--- src/rtl/rnn_pkg.sv ---
// Shared constants, RNNoise 5 ms band tables and FSM state type for the band-gain path.
// Edge table is in bins; reciprocal table holds round(65536/size) per band.
package rnn_pkg;

    localparam int float     = 32;
    localparam int NB_BANDS  = 22;
    localparam int FREQ_SIZE = 481;
    localparam int GW        = 16;
    localparam int Q15_ONE   = 32768;

    localparam logic [8:0] BAND_EDGE [NB_BANDS] = '{
        9'd0,   9'd4,   9'd8,   9'd12,  9'd16,  9'd20,  9'd24,  9'd28,
        9'd32,  9'd40,  9'd48,  9'd56,  9'd64,  9'd80,  9'd96,  9'd112,
        9'd136, 9'd160, 9'd192, 9'd240, 9'd312, 9'd400
    };

    // Band 21 has no upper neighbour, so its reciprocal is never used.
    localparam logic [15:0] BAND_RECIP [NB_BANDS] = '{
        16'd16384, 16'd16384, 16'd16384, 16'd16384,
        16'd16384, 16'd16384, 16'd16384, 16'd16384,
        16'd8192,  16'd8192,  16'd8192,  16'd8192,
        16'd4096,  16'd4096,  16'd4096,
        16'd2731,  16'd2731,
        16'd2048,  16'd1365,  16'd910,   16'd745,
        16'd0
    };

    typedef enum logic [1:0] {
        IDLE,
        CONV,
        STREAM
    } state_t;

endpackage

--- src/rtl/band_gain_interp_if.sv ---
// Frame-in / bin-out handshake bundle for band_gain_interp.
// slave is the block's view; master is the producer/consumer side.
interface band_gain_interp_if;
    import rnn_pkg::*;

    logic [NB_BANDS*float-1:0] gains;
    logic                      gains_valid;
    logic                      gains_ready;
    logic [GW-1:0]             bin_gain;
    logic [8:0]                bin_idx;
    logic                      bin_last;
    logic                      bin_valid;
    logic                      bin_ready;

    modport master (
        output gains, gains_valid, bin_ready,
        input  gains_ready, bin_gain, bin_idx, bin_last, bin_valid
    );

    modport slave (
        input  gains, gains_valid, bin_ready,
        output gains_ready, bin_gain, bin_idx, bin_last, bin_valid
    );

endinterface

--- src/rtl/f32_to_q15.sv ---
// Combinational float32 -> unsigned Q1.15 gain; negatives/denormals -> 0, >=1.0/inf/NaN -> 1.0.
// Finite values below 1.0 are truncated toward zero.
module f32_to_q15
    import rnn_pkg::*;
(
    input  logic [float-1:0] i_f32,
    output logic [GW-1:0]    o_q15
);

    logic        w_sign;
    logic [7:0]  w_exp;
    logic [22:0] w_mant;

    assign w_sign = i_f32[31];
    assign w_exp  = i_f32[30:23];
    assign w_mant = i_f32[22:0];

    // value = {1,mant} * 2^(exp-135); below exp 111 every bit shifts out.
    always_comb begin
        o_q15 = '0;
        if (w_sign || w_exp == 8'd0) begin
            o_q15 = '0;
        end else if (w_exp >= 8'd127) begin
            o_q15 = GW'(Q15_ONE);
        end else if (w_exp < 8'd111) begin
            o_q15 = '0;
        end else begin
            o_q15 = GW'({1'b1, w_mant} >> (8'd135 - w_exp));
        end
    end

endmodule

--- src/rtl/band_gain_interp.sv ---
// Converts 22 float band gains to Q1.15 and streams 481 linearly interpolated bin gains.
// First bin 22 cycles after frame acceptance, then one per cycle; output beat holds while bin_ready is low.
module band_gain_interp
    import rnn_pkg::*;
(
    input  logic              clk,
    input  logic              rst_n,
    band_gain_interp_if.slave bif,
    output logic              busy
);

    localparam logic [8:0] LAST_BIN   = 9'(FREQ_SIZE - 1);
    localparam logic [8:0] ZERO_START = BAND_EDGE[NB_BANDS-1];
    localparam logic [4:0] LAST_BAND  = 5'(NB_BANDS - 1);

    state_t                    r_state;
    logic [NB_BANDS*float-1:0] r_hold;
    logic [GW-1:0]             r_q [NB_BANDS];
    logic [4:0]                r_conv_idx;
    logic [8:0]                r_bin;
    logic [4:0]                r_band;
    logic [6:0]                r_k;
    logic                      r_bin_valid;
    logic                      r_bin_last;
    logic [GW-1:0]             r_bin_gain;
    logic [8:0]                r_bin_idx;

    logic [float-1:0]          w_word;
    logic [GW-1:0]             w_q15;
    logic [4:0]                w_band_nx;
    logic [GW-1:0]             w_qa;
    logic [GW-1:0]             w_qb;
    logic signed [16:0]        w_delta;
    logic signed [23:0]        w_delta_x;
    logic signed [23:0]        w_k_x;
    logic signed [23:0]        w_p;
    logic signed [40:0]        w_p_x;
    logic signed [40:0]        w_r_x;
    logic signed [40:0]        w_prod;
    logic signed [24:0]        w_t;
    logic signed [25:0]        w_sum;
    logic [GW-1:0]             w_gain;
    logic                      w_band_end;
    logic                      w_take;
    logic                      w_load;

    assign w_word = r_hold[{r_conv_idx, 5'd0} +: float];

    f32_to_q15 u_f32_to_q15 (
        .i_f32 (w_word),
        .o_q15 (w_q15)
    );

    // Counters always point at the next bin to load, so the product chain lands straight in the output register.
    assign w_band_nx = (r_band == LAST_BAND) ? LAST_BAND : r_band + 5'd1;
    assign w_qa      = r_q[r_band];
    assign w_qb      = r_q[w_band_nx];
    assign w_delta   = {1'b0, w_qb} - {1'b0, w_qa};
    assign w_delta_x = {{7{w_delta[16]}}, w_delta};
    assign w_k_x     = {17'd0, r_k};
    assign w_p       = w_delta_x * w_k_x;
    assign w_p_x     = {{17{w_p[23]}}, w_p};
    assign w_r_x     = {25'd0, BAND_RECIP[r_band]};
    assign w_prod    = w_p_x * w_r_x;
    assign w_t       = 25'(w_prod >>> 16);
    assign w_sum     = {10'd0, w_qa} + {w_t[24], w_t};

    always_comb begin
        w_gain = '0;
        if (r_bin >= ZERO_START || w_sum[25]) begin
            w_gain = '0;
        end else if (w_sum[24:0] > 25'(Q15_ONE)) begin
            w_gain = GW'(Q15_ONE);
        end else begin
            w_gain = w_sum[GW-1:0];
        end
    end

    assign w_band_end = ({2'b00, r_k} == BAND_EDGE[w_band_nx] - BAND_EDGE[r_band] - 9'd1);
    assign w_take     = r_bin_valid && bif.bin_ready;
    assign w_load     = (r_state == CONV && r_conv_idx == LAST_BAND) ||
                        (r_state == STREAM && w_take && !r_bin_last);

    always_ff @(posedge clk or negedge rst_n) begin
        if (!rst_n) begin
            r_state     <= IDLE;
            r_hold      <= '0;
            for (int i = 0; i < NB_BANDS; i++) r_q[i] <= '0;
            r_conv_idx  <= '0;
            r_bin       <= '0;
            r_band      <= '0;
            r_k         <= '0;
            r_bin_valid <= 1'b0;
            r_bin_last  <= 1'b0;
            r_bin_gain  <= '0;
            r_bin_idx   <= '0;
        end else begin
            case (r_state)
                IDLE: begin
                    if (bif.gains_valid) begin
                        r_hold     <= bif.gains;
                        r_conv_idx <= '0;
                        r_state    <= CONV;
                    end
                end
                CONV: begin
                    r_q[r_conv_idx] <= w_q15;
                    if (r_conv_idx == LAST_BAND) begin
                        r_conv_idx <= '0;
                        r_state    <= STREAM;
                    end else begin
                        r_conv_idx <= r_conv_idx + 5'd1;
                    end
                end
                STREAM: begin
                    if (w_take && r_bin_last) begin
                        r_state     <= IDLE;
                        r_bin_valid <= 1'b0;
                        r_bin_last  <= 1'b0;
                        r_bin       <= '0;
                        r_band      <= '0;
                        r_k         <= '0;
                    end
                end
                default: r_state <= IDLE;
            endcase

            // Entry from CONV uses q[0]/q[1], which were written many cycles earlier.
            if (w_load) begin
                r_bin_valid <= 1'b1;
                r_bin_gain  <= w_gain;
                r_bin_idx   <= r_bin;
                r_bin_last  <= (r_bin == LAST_BIN);
                r_bin       <= r_bin + 9'd1;
                if (r_bin < ZERO_START) begin
                    if (w_band_end) begin
                        r_band <= r_band + 5'd1;
                        r_k    <= '0;
                    end else begin
                        r_k    <= r_k + 7'd1;
                    end
                end
            end
        end
    end

    assign bif.gains_ready = (r_state == IDLE);
    assign bif.bin_valid   = r_bin_valid;
    assign bif.bin_last    = r_bin_last;
    assign bif.bin_gain    = r_bin_gain;
    assign bif.bin_idx     = r_bin_idx;
    assign busy            = (r_state != IDLE);

endmodule

--- src/flat_wrapper.sv ---
// flat-port wrapper written by rule: the top's interface ports become plain ports
module band_gain_interp_flat import rnn_pkg::*;
  (clk, rst_n, busy, bif_gains, bif_gains_valid, bif_bin_ready, bif_gains_ready, bif_bin_gain, bif_bin_idx, bif_bin_last, bif_bin_valid);
  band_gain_interp_if bif_i ();
  input  logic clk;
  input  logic rst_n;
  output logic busy;
  input wire logic [$bits(bif_i.gains)-1:0] bif_gains;
  input wire logic [$bits(bif_i.gains_valid)-1:0] bif_gains_valid;
  input wire logic [$bits(bif_i.bin_ready)-1:0] bif_bin_ready;
  output wire logic [$bits(bif_i.gains_ready)-1:0] bif_gains_ready;
  output wire logic [$bits(bif_i.bin_gain)-1:0] bif_bin_gain;
  output wire logic [$bits(bif_i.bin_idx)-1:0] bif_bin_idx;
  output wire logic [$bits(bif_i.bin_last)-1:0] bif_bin_last;
  output wire logic [$bits(bif_i.bin_valid)-1:0] bif_bin_valid;
  assign bif_i.gains = bif_gains;
  assign bif_i.gains_valid = bif_gains_valid;
  assign bif_i.bin_ready = bif_bin_ready;
  assign bif_gains_ready = bif_i.gains_ready;
  assign bif_bin_gain = bif_i.bin_gain;
  assign bif_bin_idx = bif_i.bin_idx;
  assign bif_bin_last = bif_i.bin_last;
  assign bif_bin_valid = bif_i.bin_valid;
  band_gain_interp u_core (.clk(clk), .rst_n(rst_n), .bif(bif_i), .busy(busy));
endmodule
--- config.mk ---
export PLATFORM = sky130hd
export DESIGN_NAME = band_gain_interp_flat
export DESIGN_NICKNAME = d
export VERILOG_FILES = /design/src/rtl/rnn_pkg.sv /design/src/rtl/band_gain_interp_if.sv /design/src/rtl/f32_to_q15.sv /design/src/rtl/band_gain_interp.sv /design/src/flat_wrapper.sv
export SDC_FILE = /design/constraint.sdc
export NUM_CORES = 2
export LEC_CHECK = 0
export BUFFER_PORTS_ARGS = -buffer_cell sky130_fd_sc_hd__buf_4
export CAP_MARGIN = 20
export CORE_AREA = 4 4 369 371
export DETAILED_ROUTE_END_ITERATION = 8
export DIE_AREA = 0 0 373 375
export GPL_ROUTABILITY_DRIVEN = 0
export GPL_TIMING_DRIVEN = 1
export PLACE_DENSITY = 0.74
export SLEW_MARGIN = 40
export SYNTH_ARGS = -nofsm -noshare
export SYNTH_HDL_FRONTEND = slang
export SYNTH_HIERARCHICAL = 1
export SYNTH_SLANG_ARGS = --single-unit
--- constraint.sdc ---
create_clock -name clk -period 37.7 [get_ports clk]
set_input_delay 11.31 -clock clk [delete_from_list [all_inputs] [get_ports clk]]
set_output_delay 11.31 -clock clk [all_outputs]
set_load 0.02 [all_outputs]
==> impl_metrics.yaml <==
cts:
  cts_hold_buf: 0
  htree_levels: 3
  clk_latency_ns: 0.76
  cts_num_sinks: 1111
  cts_resized: 0
  cts_tree: "done"
  clk_pin_slew_ns: 0.06
  cts_setup_buffers: 0
  cts_buffers: 113
  clockBufferDepth: 3
  cts-root-buf: "clkbuf_16"
global_route:
  antenna_found_initial: 65
  grtUsageTotal_pct: 33.9
  grt_pass1_vias: 56000
  grt.overflow.total: 0
  grt_max_degree: 152
  grt_first_pass_wirelength_um: 358000
floorplan:
  die_x_um: 373
  coreArea_sq_mm: 0.133
  start_util_pct: 54.7
  die-area_sq_mm: 0.140
  ios: 737
  die_y_um: 375
  rows: 134
setup_path:
  arrival_ns: 21.04
  endpoint_kind: "flip-flop"
  crit_buf_inv: 10
  slowest_stage: "buf_4"
  path_common_cell: "fa_1"
  critical_path_required_ns: 38.33
  criticalPathCategory: "flip-flop to flip-flop"
  crit_family: "adder cells"
  critPathLaunchType: "flip-flop"
  path_max_fanout: 67
  critical_path.max_stage_delay_ns: 0.72
sta:
  rsz0062_at_grt: "false"
  fin_setup_tns_ns: 0
  fmax_ghz: 0.0490
  period_needed_ns: 20.41
  finClkSkew_ns: 0.0842
  tightest_slew_ns: 1.00
  setup_viol: 0
  layout_setup_ws_ns: 17.29
  post-route-period-util_pct: 54.1
  max-slew-margin-rel_pct: 33.3
  hold_viol_final: 0
  slew_violations: 0
pwr:
  power_leakage_nw: 41.1
  swShare_pct: 47.2
  comb_power_share_pct: 58.1
  p_int_mw: 3.09
  switching_power_mw: 2.76
  p_seq_share_pct: 21.0
  clock_power_share_pct: 21.0
  max-vdd-ir-drop_v: 0.000150
  power.density_mw_per_mm2: 69.2
routing:
  avgViaCountPerCell: 6.21
  drt-pass1-iter-count: 6
  vias: 54300
  drt_first_iter_violations: 5870
  drc: 0
  final_antenna_net_count: 0
  wl_per_cell_um: 27.4
  finalWirelength_um: 239000
logic_synthesis:
  yosys_warnings: 6
  syn_area_sq_mm: 0.0727
  syn_inst: 6241
  synth_edf_count: 0
  async_flop_share_pct: 100
  ys_seq_elements: 1111
  yosysSeqAreaShare_pct: 38.2
  synthFlopType: "dfrtp_1"
  synth_nets: 7563
  synthDistinctLibCells: 107
  synth_area_per_cell_sq_um: 11.7
placed_design:
  hpwlAfterDp_um: 182000
  dpl_worst_slack_ns: 17.18
  buffer_ports.inserted: 736
hold_path:
  worstHoldPathType: "flip-flop to flip-flop"
flow_run:
  maxCapViolCount: 0
layout:
  final_nets: 8143
  areaGrowthSynthToFinish_pct: 16.2
  drive_gt1_share_pct: 36.0
status:
  status: "completed"
layout by cell type, fill, tap and decap left out, types with 124 or more instances in the layout:
master   count
mux2_2    1111
dfrtp_1   1101
buf_4      828
inv_1      600
nand2_1    506
fa_1       413
nor2_1     307
mux4_2     230
ha_1       201
a21oi_1    138
o21ai_0    124
power by group through the flow:
stage	Sequential (mW)	Clock, mW	Combinational (mW)
final	1.23	1.23	3.40
after global routing	1.23	1.29	3.72
after CTS	1.23	1.24	3.34
after detailed placement	1.25	0	3.31
after global placement	1.25	0	3.21
after floorplan	1.23	0	2.33
synthesized netlist by cell type (all sizes together) (80+ instances only):
master	instances	area (sq um)
mux2	1123	12600
dfrtp	1111	27800
inv	603	2260
nand2	508	1910
fa	413	8270
clkbuf	322	1210
nor2	317	1190
mux4	230	5180
ha	201	2510
a21oi	149	753
o21ai	139	714
nand3	116	581
and2	103	644
mux2i	80	801
worst register-to-register path: cells and delay by family (launching register included):
kind            cells  cell delay [ns]
fa+ha+maj          15             6.85
compound gates     26             5.39
simple gates       14             3.45
buf+inv            10             3.00
xor+xnor            3             0.91
flops               1             0.70
flip-flops by register name, summed over array words and instances (netlist names):
register              cells
u_core/bif.bin_gain      16
u_core/bif.bin_idx        9
u_core/bif.bin_last       1
u_core/bif.bin_valid      1
u_core/r_band             5
u_core/r_bin              9
u_core/r_conv_idx         5
u_core/r_hold           704
u_core/r_k                7
u_core/r_q              352
u_core/r_state            2
logic make-up after synthesis:
| group | Yosys count | share of synthesized area, % |
|---|---|---|
| AOI/OAI and AO/OA | 730 | 6.97 |
| xor gates and xnor gates | 110 | 1.33 |
| adders and majority gates | 615 | 14.8 |
| buffers and inverters | 993 | 5.25 |
| DFF | 1111 | 38.2 |
| muxes | 1433 | 25.6 |
| and+or+nand+nor | 1249 | 7.78 |
stage by stage:
stage | hold slack, ns | total power, mW | area [sq um] | util, % | cells
2_1_floorplan | 0.475 | 3.56 | 72700 | - | 6241
3_3_place_gp | 0.458 | 4.45 | 79900 | 60.1 | 8464
3_5_place_dp | 0.467 | 4.56 | 80200 | 60.3 | 8472
4_1_cts | 0.480 | 5.80 | 84300 | 63.4 | 8684
5_1_grt | 0.506 | 6.23 | 84500 | 63.6 | 8732
6_report | 0.481 | 5.85 | 84500 | 63.6 | 8735
final timing paths:
path	slack (ns)	to	startpoint	cells past startpoint
worst min-delay path	0.48	u_core/bif.bin_idx[3]	u_core/bif.bin_idx[3]	2
min in group asynchronous	10.46	u_core/r_hold[51]	rst_n	1
worst min register to register	0.48	u_core/bif.bin_idx[3]	u_core/bif.bin_idx[3]	2
worst max register to register	17.29	u_core/bif.bin_gain[14]	u_core/r_band[0]	68
max in group asynchronous	23.46	u_core/r_hold[623]	rst_n	6
worst max-delay path	17.29	u_core/bif.bin_gain[14]	u_core/r_band[0]	68
final cells by class:
cell class	count	area [sq um]
flip-flops and latches	1111	27800
well taps	1768	2210
repair buffers	853	6600
multi-input cells	4137	41400
inverters	605	2270
diodes	49	123
fillers	10200	48400
clock inverters	56	825
clock buffers	156	3280
routing by layer:
layer	global-route usage [%]	vias to the layer above	part of all wire [%]
met1	43.4	27800	37
li1	-	22900	-
met5	0	-	0.027
met2	53.3	2921	47
met4	15.9	8	5.4
met3	10.0	608	11
No activity file was read; power rests on OpenSTA's default activity.
